**src/rtl/fpnew_rounding_multi.sv**
```systemverilog
// Multi-lane pipelined FP rounding stage: rounds NumLanes absolute values under
// one rounding mode, with per-lane LFSRs for stochastic/random rounding.

package fpnew_pkg;
  typedef enum logic [2:0] {
    RNE = 3'b000,
    RTZ = 3'b001,
    RDN = 3'b010,
    RUP = 3'b011,
    RMM = 3'b100,
    RSR = 3'b101,
    RR  = 3'b110
  } roundmode_e;
endpackage

module fpnew_rounding_multi
  import fpnew_pkg::*;
#(
  parameter int unsigned NumLanes     = 4,
  parameter int unsigned AbsWidth     = 16,
  parameter int unsigned RsrPrecision = 12,
  parameter int unsigned NumPipeRegs  = 1,
  parameter logic [31:0] LfsrSeed     = 32'hACE1_2468
) (
  input  logic                               clk_i,
  input  logic                               rst_ni,
  input  logic                               flush_i,
  input  logic                               in_valid_i,
  output logic                               in_ready_o,
  input  logic [NumLanes*AbsWidth-1:0]       abs_value_i,
  input  logic [NumLanes-1:0]                sign_i,
  input  logic [2*NumLanes-1:0]              round_sticky_bits_i,
  input  logic [NumLanes*RsrPrecision-1:0]   stochastic_bits_i,
  input  logic [NumLanes-1:0]                lane_en_i,
  input  logic [NumLanes-1:0]                eff_sub_i,
  input  roundmode_e                         rnd_mode_i,
  output logic                               out_valid_o,
  input  logic                               out_ready_i,
  output logic [NumLanes*AbsWidth-1:0]       abs_rounded_o,
  output logic [NumLanes-1:0]                sign_o,
  output logic [NumLanes-1:0]                exact_zero_o,
  output logic [NumLanes-1:0]                inexact_o,
  output logic [NumLanes-1:0]                carry_o,
  input  logic                               clr_status_i,
  output logic                               status_nx_o
);

  // Per-lane payload: {carry, inexact, exact_zero, sign, rounded}
  localparam int unsigned SumW  = AbsWidth + 1;
  localparam int unsigned LaneW = AbsWidth + 4;
  localparam int unsigned BeatW = NumLanes * LaneW;

  logic [NumLanes-1:0][31:0] lfsr_q, lfsr_d;
  logic [BeatW-1:0]          beat_c;
  logic [BeatW-1:0]          out_beat;
  logic                      accept_c;
  logic                      status_q, status_d;

  function automatic logic [LaneW-1:0] round_lane(
    input logic [AbsWidth-1:0]     abs,
    input logic [1:0]              rs,
    input logic                    sign,
    input logic                    eff_sub,
    input logic [RsrPrecision-1:0] stoch,
    input logic [RsrPrecision-1:0] rnd,
    input roundmode_e              mode
  );
    logic            round_up;
    logic [SumW-1:0] sum;
    logic            zero;
    logic            sgn;
    round_up = 1'b0;
    case (mode)
      RNE: begin
        case (rs)
          2'b10:   round_up = abs[0];
          2'b11:   round_up = 1'b1;
          default: round_up = 1'b0;
        endcase
      end
      RTZ:     round_up = 1'b0;
      RDN:     round_up = (|rs) & sign;
      RUP:     round_up = (|rs) & ~sign;
      RMM:     round_up = rs[1];
      RSR:     round_up = (rnd < stoch);
      RR:      round_up = rnd[RsrPrecision-1];
      default: round_up = 1'b0;
    endcase
    sum  = SumW'(abs) + SumW'(round_up);
    zero = (abs == '0) && (rs == 2'b00);
    sgn  = (zero && eff_sub) ? (mode == RDN) : sign;
    return {sum[AbsWidth], |rs, zero, sgn, sum[AbsWidth-1:0]};
  endfunction

  // Rounding logic for all lanes; disabled lanes produce an all-zero payload
  always_comb begin
    beat_c = '0;
    for (int unsigned k = 0; k < NumLanes; k++) begin
      if (lane_en_i[k]) begin
        beat_c[k*LaneW +: LaneW] = round_lane(
          abs_value_i[k*AbsWidth +: AbsWidth],
          round_sticky_bits_i[2*k +: 2],
          sign_i[k],
          eff_sub_i[k],
          stochastic_bits_i[k*RsrPrecision +: RsrPrecision],
          lfsr_q[k][RsrPrecision-1:0],
          rnd_mode_i);
      end
    end
  end

  assign accept_c = in_valid_i & in_ready_o;

  // LFSR next state: one step per accepted beat on enabled lanes
  always_comb begin
    lfsr_d = lfsr_q;
    for (int unsigned k = 0; k < NumLanes; k++) begin
      if (accept_c && lane_en_i[k]) begin
        lfsr_d[k] = {lfsr_q[k][30:0],
                     lfsr_q[k][31] ^ lfsr_q[k][21] ^ lfsr_q[k][1] ^ lfsr_q[k][0]};
      end
    end
  end

  // LFSR state; each lane gets a distinct seed
  always_ff @(posedge clk_i or negedge rst_ni) begin
    if (!rst_ni) begin
      for (int unsigned k = 0; k < NumLanes; k++) begin
        lfsr_q[k] <= LfsrSeed ^ 32'(k);
      end
    end else begin
      lfsr_q <= lfsr_d;
    end
  end

  if (NumPipeRegs == 0) begin : g_comb
    assign in_ready_o  = out_ready_i & ~flush_i;
    assign out_valid_o = in_valid_i & ~flush_i;
    assign out_beat    = beat_c;
  end else begin : g_pipe
    logic [NumPipeRegs-1:0]            valid_q;
    logic [NumPipeRegs-1:0][BeatW-1:0] data_q;
    logic [NumPipeRegs:0]              rdy;
    logic [NumPipeRegs:0]              v_chain;
    logic [NumPipeRegs:0][BeatW-1:0]   d_chain;

    // Upstream view of each stage: index 0 is the accepted input beat
    assign v_chain = {valid_q, accept_c};
    assign d_chain = {data_q, beat_c};

    // Stage ready chain, resolved from the output backwards
    always_comb begin
      rdy = '0;
      rdy[NumPipeRegs] = out_ready_i;
      for (int i = int'(NumPipeRegs) - 1; i >= 0; i--) begin
        rdy[i] = ~valid_q[i] | rdy[i+1];
      end
    end

    // Pipeline registers; flush drops every in-flight beat
    always_ff @(posedge clk_i or negedge rst_ni) begin
      if (!rst_ni) begin
        valid_q <= '0;
        data_q  <= '0;
      end else begin
        for (int i = 0; i < int'(NumPipeRegs); i++) begin
          if (flush_i) begin
            valid_q[i] <= 1'b0;
          end else if (rdy[i]) begin
            valid_q[i] <= v_chain[i];
          end
          if (rdy[i] && v_chain[i]) begin
            data_q[i] <= d_chain[i];
          end
        end
      end
    end

    assign in_ready_o  = rdy[0] & ~flush_i;
    assign out_valid_o = valid_q[NumPipeRegs-1];
    assign out_beat    = data_q[NumPipeRegs-1];
  end

  // Unpack the output beat onto the per-lane ports
  always_comb begin
    abs_rounded_o = '0;
    sign_o        = '0;
    exact_zero_o  = '0;
    inexact_o     = '0;
    carry_o       = '0;
    for (int unsigned k = 0; k < NumLanes; k++) begin
      {carry_o[k], inexact_o[k], exact_zero_o[k], sign_o[k],
       abs_rounded_o[k*AbsWidth +: AbsWidth]} = out_beat[k*LaneW +: LaneW];
    end
  end

  // Sticky inexact status; a set in the same cycle as a clear wins
  always_comb begin
    status_d = status_q;
    if (clr_status_i) status_d = 1'b0;
    if (out_valid_o && out_ready_i && (|inexact_o)) status_d = 1'b1;
  end

  // Status register
  always_ff @(posedge clk_i or negedge rst_ni) begin
    if (!rst_ni) status_q <= 1'b0;
    else         status_q <= status_d;
  end

  assign status_nx_o = status_q;

endmodule

```
**config.mk**
```make
export PLATFORM = sky130hd
export DESIGN_NAME = fpnew_rounding_multi
export DESIGN_NICKNAME = d
export VERILOG_FILES = /design/src/rtl/fpnew_rounding_multi.sv
export SDC_FILE = /design/constraint.sdc
export NUM_CORES = 1
export LEC_CHECK = 0
export CORE_MARGIN = 2
export CORE_UTILIZATION = 52
export DETAILED_ROUTE_END_ITERATION = 12
export PLACE_DENSITY_LB_ADDON = 0.2
export REMOVE_ABC_BUFFERS = 1
export SYNTH_ARGS = -nofsm -noshare
export SYNTH_HDL_FRONTEND = slang
export SYNTH_SLANG_ARGS = --single-unit
```
**constraint.sdc**
```tcl
create_clock -name clk_i -period 2.89 [get_ports clk_i]
set_input_delay 0.578 -clock clk_i [delete_from_list [all_inputs] [get_ports clk_i]]
set_output_delay 0.578 -clock clk_i [all_outputs]
set_load 0.01 [all_outputs]
```
* Word level (Yosys, flattened, before mapping)
Index checks and enable logic that the tools add are counted.
** Word-level totals
- Bits in registers :: 210
- Output and inout bits :: 83
- Logic and storage cells :: 112
- Bits of input ports :: 141
** Cells by class
- Bitwise logic cells :: 29
- $add $sub $neg :: 4
- Magnitude comparators :: 4
- Equal/unequal tests :: 13
- Muxes and demuxes :: 24
- Reduce and logical (&&, ||, !) cells :: 31
** Operators with widths (number)
- $mux 20 :: 4
- $add 16x1->17 :: 4
- $logic_not 16->1 :: 4
- $lt 12x12->1 :: 4
- $pmux 1 s6 :: 4
- $eq 2x2->1 const B :: 8
- $logic_and 1x1->1 :: 15
- $mux 1 :: 12
- $xor 1x1->1 :: 12
- $and 1x1->1 :: 10
- $eq 3x3->1 const B :: 3
- $logic_not 2->1 :: 4
- $pmux 1 s2 :: 4
- $reduce_or 2->1 :: 4
- $eq 3x2->1 const B :: 2
- $not 1->1 :: 6
- $reduce_bool 2->1 :: 2
- $reduce_or 4->1 :: 1
- $logic_not 3->1 :: 1
- $or 1x1->1 :: 1

* Longest topological paths before layout
Gate-level depths: netlist (run 1).
- Depth in word-level cells :: 6
- Depth in mapped cells :: 14
- Depth with buffers taken out :: 14

* Worst setup path after synthesis (run 1)
Ideal clock, no wire load.
- Kind :: input -> register
- Start point :: input stochastic_bits_i[13]
- End point :: register g_pipe.data_q[30] (netlist bit)
- Setup time :: 133 ps
- Setup slack :: 14 ps
- Cell stages on the path :: 13
- Arrival time :: 2743 ps
- Required time :: 2757 ps
- Cell sequence :: inv_1 ha_1 a21o_1 a2111oi_0 o41ai_1 o21ai_0 ha_1 ha_1 nand2_1 nor3_2 and4_1 xnor2_1 o21ai_0
** On the way
- Word-level cells in the longest chain between the ends :: 5
** RTL lines
- from (decl) :: RTL line 33 : input logic [NumLanes*RsrPrecision-1:0] stochastic_bits_i,
- $lt 12x12->1 :: RTL line 85 : RSR: round_up = (rnd < stoch);
- $pmux 1 s6 :: RTL line 73 : case (mode)
- $mux 1 :: RTL line 99 : if (lane_en_i[k]) begin
- $add 16x1->17 :: RTL line 89 : sum = SumW'(abs) + SumW'(round_up);
- $mux 20 :: RTL line 99
- to (signal, indexed assignment) :: RTL line 173 : data_q[i] <= d_chain[i];
- to (decl) :: RTL line 142 : logic [NumPipeRegs-1:0][BeatW-1:0] data_q;
Every way passes these cells. The select of a mux whose other input is x is not followed.
A chain may end at the register's enable or synchronous reset.

* Worst setup path after layout (run 1)
- Start point :: input stochastic_bits_i[37]
- End point :: register g_pipe.data_q[75] (netlist bit)
The elaborated chain is that of the path after synthesis.

==> results of run 1 <==
## repair_timing
action                     4_1_cts  5_1_grt
pin swaps                       27       29
setup endpoints to repair       38       48
gates resized for setup         48       56
buffers inserted                 6        1
## placed cells by master (no fill, tap or decap), types with 10 or more instances in the layout
master and n:
buf_4 60, clkbuf_16 23, clkdlybuf4s50_1 213, dfrtp_1 154
dfstp_2 56, ha_1 32, ha_4 13, inv_1 48
mux2_2 124, nand2_1 121, nand3_1 44, nand4_1 25
nor2_1 27, nor4_1 18, o21ai_0 57, o21ai_1 10
xnor2_1 27, xor2_1 43
## metal layers
| layer | wire length (µm) | GRT usage (%) | part of all wire, % |
|---|---|---|---|
| met1 | 11100 | 31.9 | 42 |
| met2 | 13100 | 42.7 | 50 |
| met3 | 1720 | 5.56 | 6.5 |
| met4 | 443 | 5.15 | 1.7 |
| met5 | 13 | 0 | 0.049 |
## final timing paths
kind                       cells after the start                end  slack, ns
min                                            1  g_pipe.data_q[55]       0.09
min reg2reg                                    2  g_pipe.data_q[72]       0.47
max in group asynchronous                      2         lfsr_q[61]       1.97
max reg2reg                                   10  g_pipe.data_q[75]       0.05
max                                           12  g_pipe.data_q[75]     -0.004
min in group clk_i                             2  g_pipe.data_q[72]       0.47
## flip-flops by register name, summed over array words and instances, names as in the netlist
signal and cells:
g_pipe.data_q 80, out_valid_o 1, lfsr_q 128, status_nx_o 1
## cell families after synthesis
| group | share of synthesized area [%] |
|---|---|
| XOR/XNOR | 5.83 |
| flip-flops | 50.7 |
| multiplexers | 13.8 |
| buffers and inverters | 3.33 |
| AND/OR/NAND/NOR | 13.6 |
| adder cells (fa/ha/maj) | 6.19 |
| AO/OA/AOI/OAI | 6.60 |
## final cells by class
| cell class | instances | area [µm²] |
|---|---|---|
| Sequential cell | 210 | 5330 |
| Multi-Input combinational cell | 661 | 5300 |
| Fill cell | 1428 | 5190 |
| Timing Repair Buffer | 295 | 2920 |
| Clock buffer | 35 | 701 |
| Tap cell | 270 | 338 |
| Inverter | 53 | 199 |
| Clock inverter | 7 | 68.8 |
| Antenna cell | 1 | 2.50 |
## per-stage QoR
step	cell area, µm²	util, %	setup slack [ns]	TNS (ns)
final	14800	74.1	-0.00374	-0.00374
after global routing	14800	74.1	-0.0632	-0.169
after global placement	13500	67.6	-0.670	-25.29
after detailed placement	13500	67.6	-0.762	-30.28
after CTS	14600	72.8	-0.00847	-0.00847
after floorplan	10400	-	-0.0261	-0.0261
## report_power, final
| part | total, µW | switching [µW] | internal, µW |
|---|---|---|---|
| clock network | 2930 | 1170 | 1760 |
| logic | 1890 | 828 | 1060 |
| registers | 3620 | 272 | 3350 |
==> out/summary.txt, run 1 <==
outcome -> complete, but fails checks
failing checks -> negative setup slack
Clock Latency Late Sink -> 0.51 ns
via count -> 8272
Tcrit/Tclk final -> 100%
HP Class -> input pin to asynchronous set/reset pin
flops & latches, synth -> 210
largest net degree at the start of global routing -> 80
Mapped Cells -> 958
Worst EP required -> 3.33 ns
Final GP Congestion -> 0.862
Die Y -> 146 µm
Rows -> 52
relative slew slack -> 56.5%
CP delay by family, top -> simple AND/OR/NAND/NOR gates
first-pass detailed-route iteration total -> 4
DIE WIDTH -> 146 µm
Max Clock Skew -> 0.0135 ns
DPL Wire Length -> 19200 µm
syn avg cell area -> 11.0 µm²
post-synthesis sequential area ratio -> 50.7%
number of enable flip-flop cells after synthesis -> 0
Num CTS Buffers -> 23
Synth area leader -> dfrtp_1
Max VDD drop -> 0.445 mV
area grow syn2layout -> 41.3%
Max-Cap Viols -> 0
most used cell along the critical path -> o41ai_2
critical path fanouts, max -> 3
synth warn -> 0
Synth top area share -> 36.7%
total placed cells including tap cells -> 1483
CTS sink count -> 210
power per cell area -> 569 nW/µm²
r2r startpoint -> lfsr_q[97]
first-pass GRT wire length -> 42800 µm
Nets -> 1437
Root Buffer Master -> clkbuf_16
slowest cell delay on critical path -> 0.52 ns
cell with the most instances after synthesis -> dfrtp_1
CORE AREA -> 20000 µm²
total track usage -> 24.6%
Leak -> 0.00676 µW
CP startpoint kind -> input pin
CTS Buffer Depth -> 3
worst slew pin tran -> 0.652 ns
Post-synth top cells -> dfrtp_1 (154), mux2_2 (124), nand2_1 (123), o21ai_0 (68), dfstp_2 (56)
depth of the CTS H-tree -> 1
vias per inst -> 5.40
Initial Util -> 52.4%
maximum clock frequency -> 346 MHz
final hold violation count -> 0
remaining global-route overflow -> 0
Min Hold Slack -> 0.0873 ns
ys flop type -> dfrtp_1
Final min period -> 2.89 ns
post-route antenna net violation count -> 0
Synth async-reset ratio -> 100%
CP Class -> input pin to flop
Synth Cell Area -> 10500 µm²
DR iter-0 viols -> 325
CTS tree -> done
routed len/inst -> 17.2 µm
# port buffers -> 223
number of global-route vias before repair -> 8457
initial antenna violation count -> 1
slowest CP cell -> nor4_1
IO Pins -> 224
Worst Path Arrival -> 3.33 ns
Buf/Inv on CP -> 2
Area contributors post-synth -> dfrtp_1 (37%), dfstp_2 (14%), mux2_2 (13%)
Slew Viols, Final -> 0
DRC -> 0
final setup margin -> -0.00374 ns
Cell variety after synth -> 46
critical-path cell list -> clkdlybuf4s50_1 > inv_1 > ha_4 > a2111oi_4 > o41ai_2 > o41ai_2 > ha_2 > nand4_1 > nor4_1 > xor2_1 > nand3_1 > nand2_1
fraction of layout cells with a size suffix above 1 -> 28.5%
cts hold-fix bufs -> 0
Tot Pwr -> 8440 µW
die area -> 21400 µm²
Clock Pin Slew Worst Setup and Hold Paths -> 0.06 ns
final setup fails -> 1
CP Capture Type -> flop
crit path launch -> stochastic_bits_i[37]
Total Routed Length -> 26400 µm
Post-Layout Cell Count -> 1532
Power figures use the tool's default switching activity.
==> inputs of run 2 (changes only) <==
--- a/config.mk
+++ b/config.mk
@@ -5,11 +5,13 @@
 export SDC_FILE = /design/constraint.sdc
 export NUM_CORES = 1
 export LEC_CHECK = 0
+export ABC_AREA = 0
 export CORE_MARGIN = 2
 export CORE_UTILIZATION = 52
 export DETAILED_ROUTE_END_ITERATION = 12
 export PLACE_DENSITY_LB_ADDON = 0.2
 export REMOVE_ABC_BUFFERS = 1
+export SETUP_SLACK_MARGIN = 0.3
 export SYNTH_ARGS = -nofsm -noshare
 export SYNTH_HDL_FRONTEND = slang
 export SYNTH_SLANG_ARGS = --single-unit
==> run 2 against run 1 <==
Compared with the run above:
- total power increased by 3.5%
- clock skew decreased by 0.0044 ns
- the run now ends clean
- count of clock-buffer cells in the layout unchanged
- die area unchanged
- register-to-register slack improved by 0.08 ns
- first-iteration DRC count increased by 28%
- sequential cell count unchanged
- maximum frequency increased by 4.8%
- cell area increased by 5.6%
- non-clock buffer count increased by 30
- critical path type unchanged
- critical path depth increased by 1
- worst hold slack improved by 0.0087 ns
==> out/summary.txt, run 2 (synthesis results as in run 1) <==
Top reg by flops -> lfsr_q
CORE AREA -> 20000 µm²
slowest CP cell -> clkdlybuf4s50_1
Rows -> 52
max FFs per register -> 128
Worst R2R Path Depth -> 13
outcome -> completed
Total Routed Length -> 29800 µm
post-route antenna net violation count -> 0
area grow syn2layout -> 49.3%
final setup margin -> 0.129 ns
# port buffers -> 223
RSZ-0062 raised after global routing -> yes
filler cell count -> 1265
initial antenna violation count -> 1
DIE WIDTH -> 146 µm
power per cell area -> 557 nW/µm²
CTS tree -> done
area of the multi-input gates -> 5840 µm²
vias per inst -> 5.52
IO Pins -> 224
cts hold-fix bufs -> 0
depth of the CTS H-tree -> 1
number of global-route vias before repair -> 8832
Worst Path Arrival -> 3.14 ns
final setup fails -> 0
Max VDD drop -> 0.517 mV
Root Buffer Master -> clkbuf_16
biggest regs -> lfsr_q (128), g_pipe.data_q (80)
r2r startpoint -> lfsr_q[33]
largest net degree at the start of global routing -> 80
Initial Util -> 52.4%
Final GP Congestion -> 0.862
commonest non-fill, non-tap cell in the layout -> clkdlybuf4s50_1
critical path fanouts, max -> 4
Buf/Inv on CP -> 2
Max Clock Skew -> 0.00908 ns
DRC -> 0
Antenna Cells -> 0
first-pass detailed-route iteration total -> 5
most frequent cells in the layout -> clkdlybuf4s50_1 (187), dfrtp_1 (152), mux2_2 (124)
Clock Pin Slew Worst Setup and Hold Paths -> 0.06 ns
Levels on crit path -> 13
Tcrit/Tclk final -> 95.5%
Die Y -> 146 µm
Worst EP required -> 3.27 ns
via count -> 8612
dpl ws -> -0.762 ns
routed len/inst -> 19.1 µm
register area -> 5330 µm²
Max-Cap Viols -> 0
remaining global-route overflow -> 0
HP Class -> input pin to asynchronous set/reset pin
Nets -> 1467
CP delay by family, top -> simple AND/OR/NAND/NOR gates
die area -> 21400 µm²
CTS sink count -> 210
first-pass GRT wire length -> 45300 µm
total track usage -> 26.1%
Num CTS Buffers -> 23
CP Capture Type -> flop
Final Util -> 78.3%
final hold violation count -> 0
worst slew pin tran -> 0.655 ns
slowest cell delay on critical path -> 0.47 ns
Leak -> 0.00712 µW
DPL Wire Length -> 19200 µm
Final min period -> 2.76 ns
critical-path cell list -> clkdlybuf4s50_1 > inv_1 > ha_1 > a21o_1 > nand3_2 > a21oi_2 > o41ai_2 > ha_2 > nand4_1 > or2_4 > nor2b_2 > xnor2_1 > o21ai_1
CP Class -> input pin to flop
maximum clock frequency -> 362 MHz
Clock Latency Late Sink -> 0.51 ns
DR iter-0 viols -> 416
crit path launch -> stochastic_bits_i[40]
fraction of layout cells with a size suffix above 1 -> 36.4%
relative slew slack -> 56.3%
CP startpoint kind -> input pin
CTS Buffer Depth -> 3
Slew Viols, Final -> 0
-- run 2: layout make-up --
| cell class | instances | share of cell area [%] |
|---|---|---|
| timing repair buffer | 325 | 20.5 |
| inverter | 53 | 1.27 |
| clock buffer | 35 | 4.47 |
| tap | 270 | 2.15 |
| sequential | 210 | 34.0 |
| clock inverter | 7 | 0.439 |
| multi-input combinational | 661 | 37.2 |
-- run 2: path summary, 6_finish.rpt --
path                            slack (ns)           endpoint
worst min-delay path                   0.1         lfsr_q[92]
worst max register to register        0.13  g_pipe.data_q[28]
worst max-delay path                  0.13  g_pipe.data_q[73]
worst min register to register        0.47  g_pipe.data_q[72]
max in group asynchronous             1.96         lfsr_q[61]
min in group clk_i                    0.47  g_pipe.data_q[72]
-- run 2: worst register-to-register path, delay by kind of cell, from the launching register on --
family                   cells  cell delay, ns
flip-flops                   1            0.38
AND/OR/NAND/NOR              3            0.26
AO/OA/AOI/OAI                5            0.99
adder cells (fa/ha/maj)      3            0.68
buffers and inverters        1            0.18
XOR/XNOR                     1            0.16
-- run 2: routing by layer --
metal | GRT usage, % | share of wire (%) | vias up
met4 | 6.41 | 2.0 | 2
met1 | 33.0 | 40 | 4267
li1 | - | - | 4010
met3 | 5.88 | 6.2 | 54
met5 | 0 | 0.044 | -
met2 | 45.9 | 51 | 279
-- run 2: timing repair --
action                     CTS  global route
buffers inserted            20            16
pin swaps                   75            75
gates resized for setup    193            97
setup endpoints to repair   56            56
cloned                       0             0
-- run 2: report_power, final --
part	internal (µW)	switching [µW]	leakage (µW)
clock network	1760	1180	0.000376
logic	1200	950	0.00410
registers	3350	294	0.00264
-- run 2: through the flow --
stage | TNS, ns | instance area (µm²) | instances | power [µW] | hold WS (ns)
after detailed placement | -30.28 | 13500 | 1483 | 5280 | 0.459
after global routing | -0.0143 | 15700 | 1561 | 9140 | 0.132
after floorplan | -0.0261 | 10400 | 924 | 4360 | 0.282
final | 0 | 15700 | 1561 | 8740 | 0.0960
after CTS | 0 | 15100 | 1545 | 8570 | 0.117
after global placement | -25.29 | 13500 | 1483 | 5220 | 0.457
